File: config.mk
export PLATFORM = sky130hd
export DESIGN_NAME = sram_stream_reader
export DESIGN_NICKNAME = d
export VERILOG_FILES = /design/src/rtl/sram_stream_reader_pkg.sv /design/src/rtl/stream_skid_fifo.sv /design/src/rtl/sram_stream_reader.sv
export SDC_FILE = /design/constraint.sdc
export NUM_CORES = 1
export LEC_CHECK = 0
export CORE_ASPECT_RATIO = 1.5
export CORE_MARGIN = 4
export CORE_UTILIZATION = 51
export DETAILED_ROUTE_END_ITERATION = 10
export PLACE_DENSITY = 0.86
export SETUP_SLACK_MARGIN = 0.2
export SYNTH_ARGS = -nofsm -noshare
export SYNTH_HDL_FRONTEND = slang
export SYNTH_SLANG_ARGS = --single-unit
File: constraint.sdc
create_clock -name clk -period 5.98 [get_ports clk]
set_input_delay 1.794 -clock clk [delete_from_list [all_inputs] [get_ports clk]]
set_output_delay 1.794 -clock clk [all_outputs]
set_load 0.01 [all_outputs]
File: src/rtl/sram_stream_reader_pkg.sv
// sram_stream_reader_pkg: shared SRAM geometry and reader state encoding.
package sram_stream_reader_pkg;
  localparam int DATA_WIDTH = 128;
  localparam int ADDR_WIDTH = 12;
  localparam int DEPTH = 4096;
  typedef enum logic [1:0] {IDLE, READ, DRAIN, DONE} state_e;
endpackage

File: src/rtl/stream_skid_fifo.sv
// stream_skid_fifo: 2-entry synchronous FIFO catching SRAM read data under backpressure.
module stream_skid_fifo #(
  parameter int W = 128
) (
  input  logic         clk,
  input  logic         rst,
  input  logic         push_i,
  input  logic         pop_i,
  input  logic [W-1:0] din_i,
  output logic [W-1:0] head_o,
  output logic [1:0]   count_o,
  output logic         valid_o
);
  logic [W-1:0] mem_q [2];
  logic         wr_q, rd_q;
  logic [1:0]   count_q;
  assign head_o  = mem_q[rd_q];
  assign count_o = count_q;
  assign valid_o = count_q != 2'd0;
  always_ff @(posedge clk) begin
    if (rst) begin
      mem_q[0] <= '0;
      mem_q[1] <= '0;
      wr_q     <= 1'b0;
      rd_q     <= 1'b0;
      count_q  <= 2'd0;
    end else begin
      if (push_i) begin
        mem_q[wr_q] <= din_i;
        wr_q        <= ~wr_q;
      end
      if (pop_i) rd_q <= ~rd_q;
      count_q <= count_q + 2'(push_i) - 2'(pop_i);
    end
  end
endmodule

File: src/rtl/sram_stream_reader.sv
// sram_stream_reader: walks an SRAM address range and streams the words out as valid/ready beats.
module sram_stream_reader #(
  parameter int DATA_WIDTH = sram_stream_reader_pkg::DATA_WIDTH,
  parameter int ADDR_WIDTH = sram_stream_reader_pkg::ADDR_WIDTH,
  parameter int FIFO_DEPTH = 2
) (
  input  logic                  clk,
  input  logic                  rst,
  input  logic                  start,
  input  logic [ADDR_WIDTH-1:0] base_addr,
  input  logic [ADDR_WIDTH:0]   num_words,
  output logic                  busy,
  output logic                  done,
  output logic                  sram_re,
  output logic [ADDR_WIDTH-1:0] sram_radr,
  input  logic [DATA_WIDTH-1:0] sram_q,
  output logic [DATA_WIDTH-1:0] out_data,
  output logic                  out_valid,
  input  logic                  out_ready
);
  import sram_stream_reader_pkg::*;
  state_e                state_q;
  logic [ADDR_WIDTH-1:0] base_q;
  logic [ADDR_WIDTH:0]   num_q, issued_q;
  logic                  inflight_q, pop;
  logic [1:0]            fifo_count;
  logic [2:0]            occ;
  stream_skid_fifo #(.W(DATA_WIDTH)) u_fifo (
    .clk     (clk),
    .rst     (rst),
    .push_i  (inflight_q),
    .pop_i   (pop),
    .din_i   (sram_q),
    .head_o  (out_data),
    .count_o (fifo_count),
    .valid_o (out_valid)
  );
  // occupancy after this edge, counting the word still in flight from the SRAM
  assign pop       = out_valid && out_ready;
  assign occ       = 3'(fifo_count) + 3'(inflight_q) - 3'(pop);
  assign sram_re   = state_q == READ && issued_q < num_q && occ < 3'(FIFO_DEPTH);
  assign sram_radr = base_q + issued_q[ADDR_WIDTH-1:0];
  assign busy      = state_q == READ || state_q == DRAIN;
  assign done      = state_q == DONE;
  always_ff @(posedge clk) begin
    if (rst) begin
      state_q    <= IDLE;
      base_q     <= '0;
      num_q      <= '0;
      issued_q   <= '0;
      inflight_q <= 1'b0;
    end else begin
      inflight_q <= sram_re;
      if (sram_re) issued_q <= issued_q + 1'b1;
      case (state_q)
        IDLE: if (start) begin
          base_q   <= base_addr;
          num_q    <= num_words;
          issued_q <= '0;
          state_q  <= num_words == '0 ? DONE : READ;
        end
        READ:    if (issued_q == num_q) state_q <= DRAIN;
        DRAIN:   if (occ == 3'd0) state_q <= DONE;
        default: state_q <= IDLE;
      endcase
    end
  end
endmodule
==> impl_results.md <==
* Area growth, synth to finish at 31.0%
* First-pass GRT wire length at a little under 50000 um
* Residual DRC at 0
* CTS tree: yes
* FILL cells at 1831
* Final net count at 1538
* Layout Skew at 0.0160 ns
* Initial antenna violation count at 8
* Compound-gate portion of the synthesized area at 3.85%
* Ys async rst share at 0%
* Count of cell types in the netlist at 54
* Post-DP HPWL at 22100 um
* Die height at 210 um
* CTS sink cnt at 302
* RSZ-0062 raised after global routing: false
* Crit path DAT at 3.88 ns
* Post-Syn Area at between 10000 and 15000 um^2
* Switching Share at approximately 28%
* Tot Pwr at 0.00640 W
* WP data required at 4.19 ns
* Syn_nets at 1245
* Hold Startpoint: num_q[10]
* Clock Power Share at between 20% and 30%
* Grt met1 use at roughly a quarter
* Post-Route WL at 32900 um
* Synth Flop Type: edfxtp_1
* Root Buffer Master: clkbuf_16
* Crit path buf inv count at 3
* GR Layer Usage met2 at 38.3%
* Cell mode on critical path: ha_4
* R2r setup slk at 2.79 ns
* Max Cap Viol at 0
* WHS Path Cells at 2
* DIE AREA at 29900 um^2
* CP max stage cell: or4b_4
* Simple-Gate Fraction of Synth Area at 17.0%
* Pint at 0.00460 W
* M3 GR Usage at roughly 3.8%
* Finished Cell Area at 18200 um^2
* Hold Path Class: reg -> reg
* CP cell instances: buf_2, and2_4, ha_4, inv_2, ha_4, fa_2, xnor2_2, or4b_4, nor2_4, and3_4, buf_6
* R2R cell count at 13
* Clock Pin Slew Worst Setup and Hold Paths at 0.06 ns
* Startpoint types: input pin
* Max frequency at 176 MHz
* Final period utilization at a little over nine tenths
* Hold Vio Cnt, Final at 0
* Slowest stage delay, CP at 0.50 ns
* Starting Density at 52.0%
* Path type of the worst setup path: in -> out
* CTS Hold Buffers Added at 0
* Power share of the sequential group at 42.2%
* Core area at 26700 um^2
* Average vias per placed instance at ~5.4
* Net switching power at 0.00180 W
* Routability cong. at 0.858
* GR peak layer: met2
* Largest family of logic cells by synthesized area: simple AND/OR/NAND/NOR gates
* Total placed cells including tap cells at 1652
* Site Rows at 73
* CP max FO at 2
* Die width at 143 um
* Residual antenna-violating net count after detailed routing at 0
* Port Buffers at 300
* Yosys warns at 0
* Mux contribution to synthesized area at 10.7%
* Final min period at 5.67 ns
* Grt ovf at 0
* Register area share after synthesis at 62.1%
* Family with the most delay on the worst path: simple AND/OR/NAND/NOR gates
* Fin cells at 1710
* Worst hold endpoint: num_q[10]
* P_leak at 6.84 nW
* Outcome: complete, no violations
* Worst-Skew Late Latency at 0.55 ns
* Initial detailed-routing violation count at 462
* Logic gate share of total power at approximately a third
* Max VDD drop at between 0.2 and 0.3 mV
* DR WL/cell at 19.2 um
* Storage cell area at 8610 um^2
* Relative slew slack at 23.0%
* Post-Synth XOR/XNOR Area at 0.821%
* Total CTS buffers at 28
* Worst Tran Pin Value at 1.15 ns
* CTS max path bufs at 3
* Launch point of the worst reg-to-reg path: u_fifo.count_o[1]
* Avg Cell Area, Syn at 13.1 um^2
* Worst Setup End Kind: output port
* Synth Instances at approximately 1100
* Pin count of the biggest net entering global routing at ~130
* GRT Util Overall at 21.0%
* Post-synthesis adder-cell area fraction at 3.09%
* Max-slew violations at 0
* Vias in the first global route at 9393
* Vias post-DR at about 9200
* Post-DP Area at 17300 um^2
* Flops & latches, synth at 302
* P per Cell Area at 352 nW/um^2
* H-tree Lvls at 1
* Drt first pass iters at 5
* Layout cells sized above 1 at 15.5%
* Multi-input logic area at 4980 um^2
* Io pins at 301
* Capture point of the worst reg-to-reg path: issued_q[12]
* Final Setup Violations at 0
* Post-synth EDFFs at ~260
==> final cells by class <==
cell class                 count  share of cell area, %
multi-input combinational    666                   27.4
timing repair buffer         320                   17.5
tap                          337                   2.32
clock inverter                15                  0.599
sequential                   302                   47.4
inverter                      30                  0.620
antenna                        5                 0.0689
clock buffer                  35                   4.00
==> through the flow <==
step | setup WS, ns | utilization, % | TNS (ns) | hold slack (ns)
floorplan | 0.257 | - | 0 | 0.436
global placement | -0.520 | 64.7 | -0.520 | 0.444
detailed placement | -0.524 | 64.7 | -0.524 | 0.448
CTS | 0.218 | 68.0 | 0 | 0.457
global route | 0.243 | 68.1 | 0 | 0.470
finish | 0.307 | 68.1 | 0 | 0.454
==> placed cells by master (no fill, tap or decap), drive strengths merged, types with 22 or more instances in the layout <==
| cell | instances |
|---|---|
| dfxtp | 46 |
| clkbuf | 35 |
| nor2 | 22 |
| mux2 | 128 |
| a21oi | 42 |
| and2 | 259 |
| inv | 30 |
| clkdlybuf4s50 | 298 |
| nand2 | 73 |
| ha | 31 |
| buf | 22 |
| edfxtp | 256 |
==> logic make-up (layout without fill, tap and decap cells) <==
group / Yosys count / count (layout)
muxes: 132 / 132
DFF: 302 / 302
other: 0 / 5
adders and majority gates: 33 / 33
AOI/OAI and AO/OA: 81 / 81
buffers and inverters: 87 / 400
and+or+nand+nor: 407 / 407
xor gates and xnor gates: 13 / 13
==> synth_stat cells, types with 3 or more instances <==
master / n / area share [%]
nand4_1: 11 / 0.50
a21oi_1: 42 / 1.5
o21ai_0: 6 / 0.22
buf_2: 3 / 0.11
xnor2_1: 12 / 0.76
nand2_1: 73 / 2.0
nor3_1: 4 / 0.14
a21o_1: 5 / 0.27
nand3_1: 9 / 0.32
ha_1: 31 / 2.8
clkbuf_1: 50 / 1.4
nor2b_1: 5 / 0.23
mux2_2: 128 / 10
nor4_2: 3 / 0.27
inv_1: 30 / 0.81
or3_1: 6 / 0.27
dfxtp_1: 46 / 6.6
and2_1: 259 / 12
edfxtp_1: 256 / 55
and3_1: 3 / 0.14
mux2i_1: 4 / 0.29
nor2_1: 20 / 0.54
a41o_1: 4 / 0.29
a31oi_1: 5 / 0.23
==> sequential cells by signal (all words and copies together) (netlist names), named ones only <==
| signal | count |
|---|---|
| u_fifo.count_o | 2 |
| inflight_q | 1 |
| u_fifo.rd_q | 1 |
| num_q | 13 |
| state_q | 2 |
| base_q | 12 |
| u_fifo.wr_q | 1 |
| u_fifo.mem_q | 256 |
| issued_q | 13 |
==> repair_timing <==
action	in CTS	in global routing
endpoints found under the hold margin	0	0
resized for setup	17	0
pin swaps	5	3
setup endpoints to repair	1	1
setup buffers	2	1
==> how the worst max path moves through the flow <==
stage | start | to | slack (ns) | cells after the start
floorplan | out_ready | sram_re | 0.26 | 10
global placement | out_ready | sram_re | -0.52 | 11
detailed placement | out_ready | sram_re | -0.52 | 11
CTS | out_ready | sram_re | 0.22 | 11
global route | out_ready | sram_re | 0.24 | 11
finish | out_ready | sram_re | 0.31 | 11
==> power by group through the flow <==
stage	Combinational, W	Clock [W]	Sequential (W)
2_1_floorplan	0.00106	0	0.00268
3_3_place_gp	0.00197	0	0.00273
3_5_place_dp	0.00200	0	0.00275
4_1_cts	0.00206	0.00169	0.00271
5_1_grt	0.00219	0.00177	0.00273
6_report	0.00205	0.00165	0.00270
==> layer usage <==
layer | routed length (um) | vias to the layer above
met5 | 35 | -
met4 | 1210 | 6
met3 | 2220 | 61
met2 | 17500 | 313
met1 | 11900 | 4445
li1 | - | 4336
==> tightest hold or removal path, cell delays in order (launching register included) <==
cell and delay [ns]:
dfxtp_1 0.31, nand2_1 0.05, a21oi_1 0.05
No activity file was read; power rests on OpenSTA's default activity.
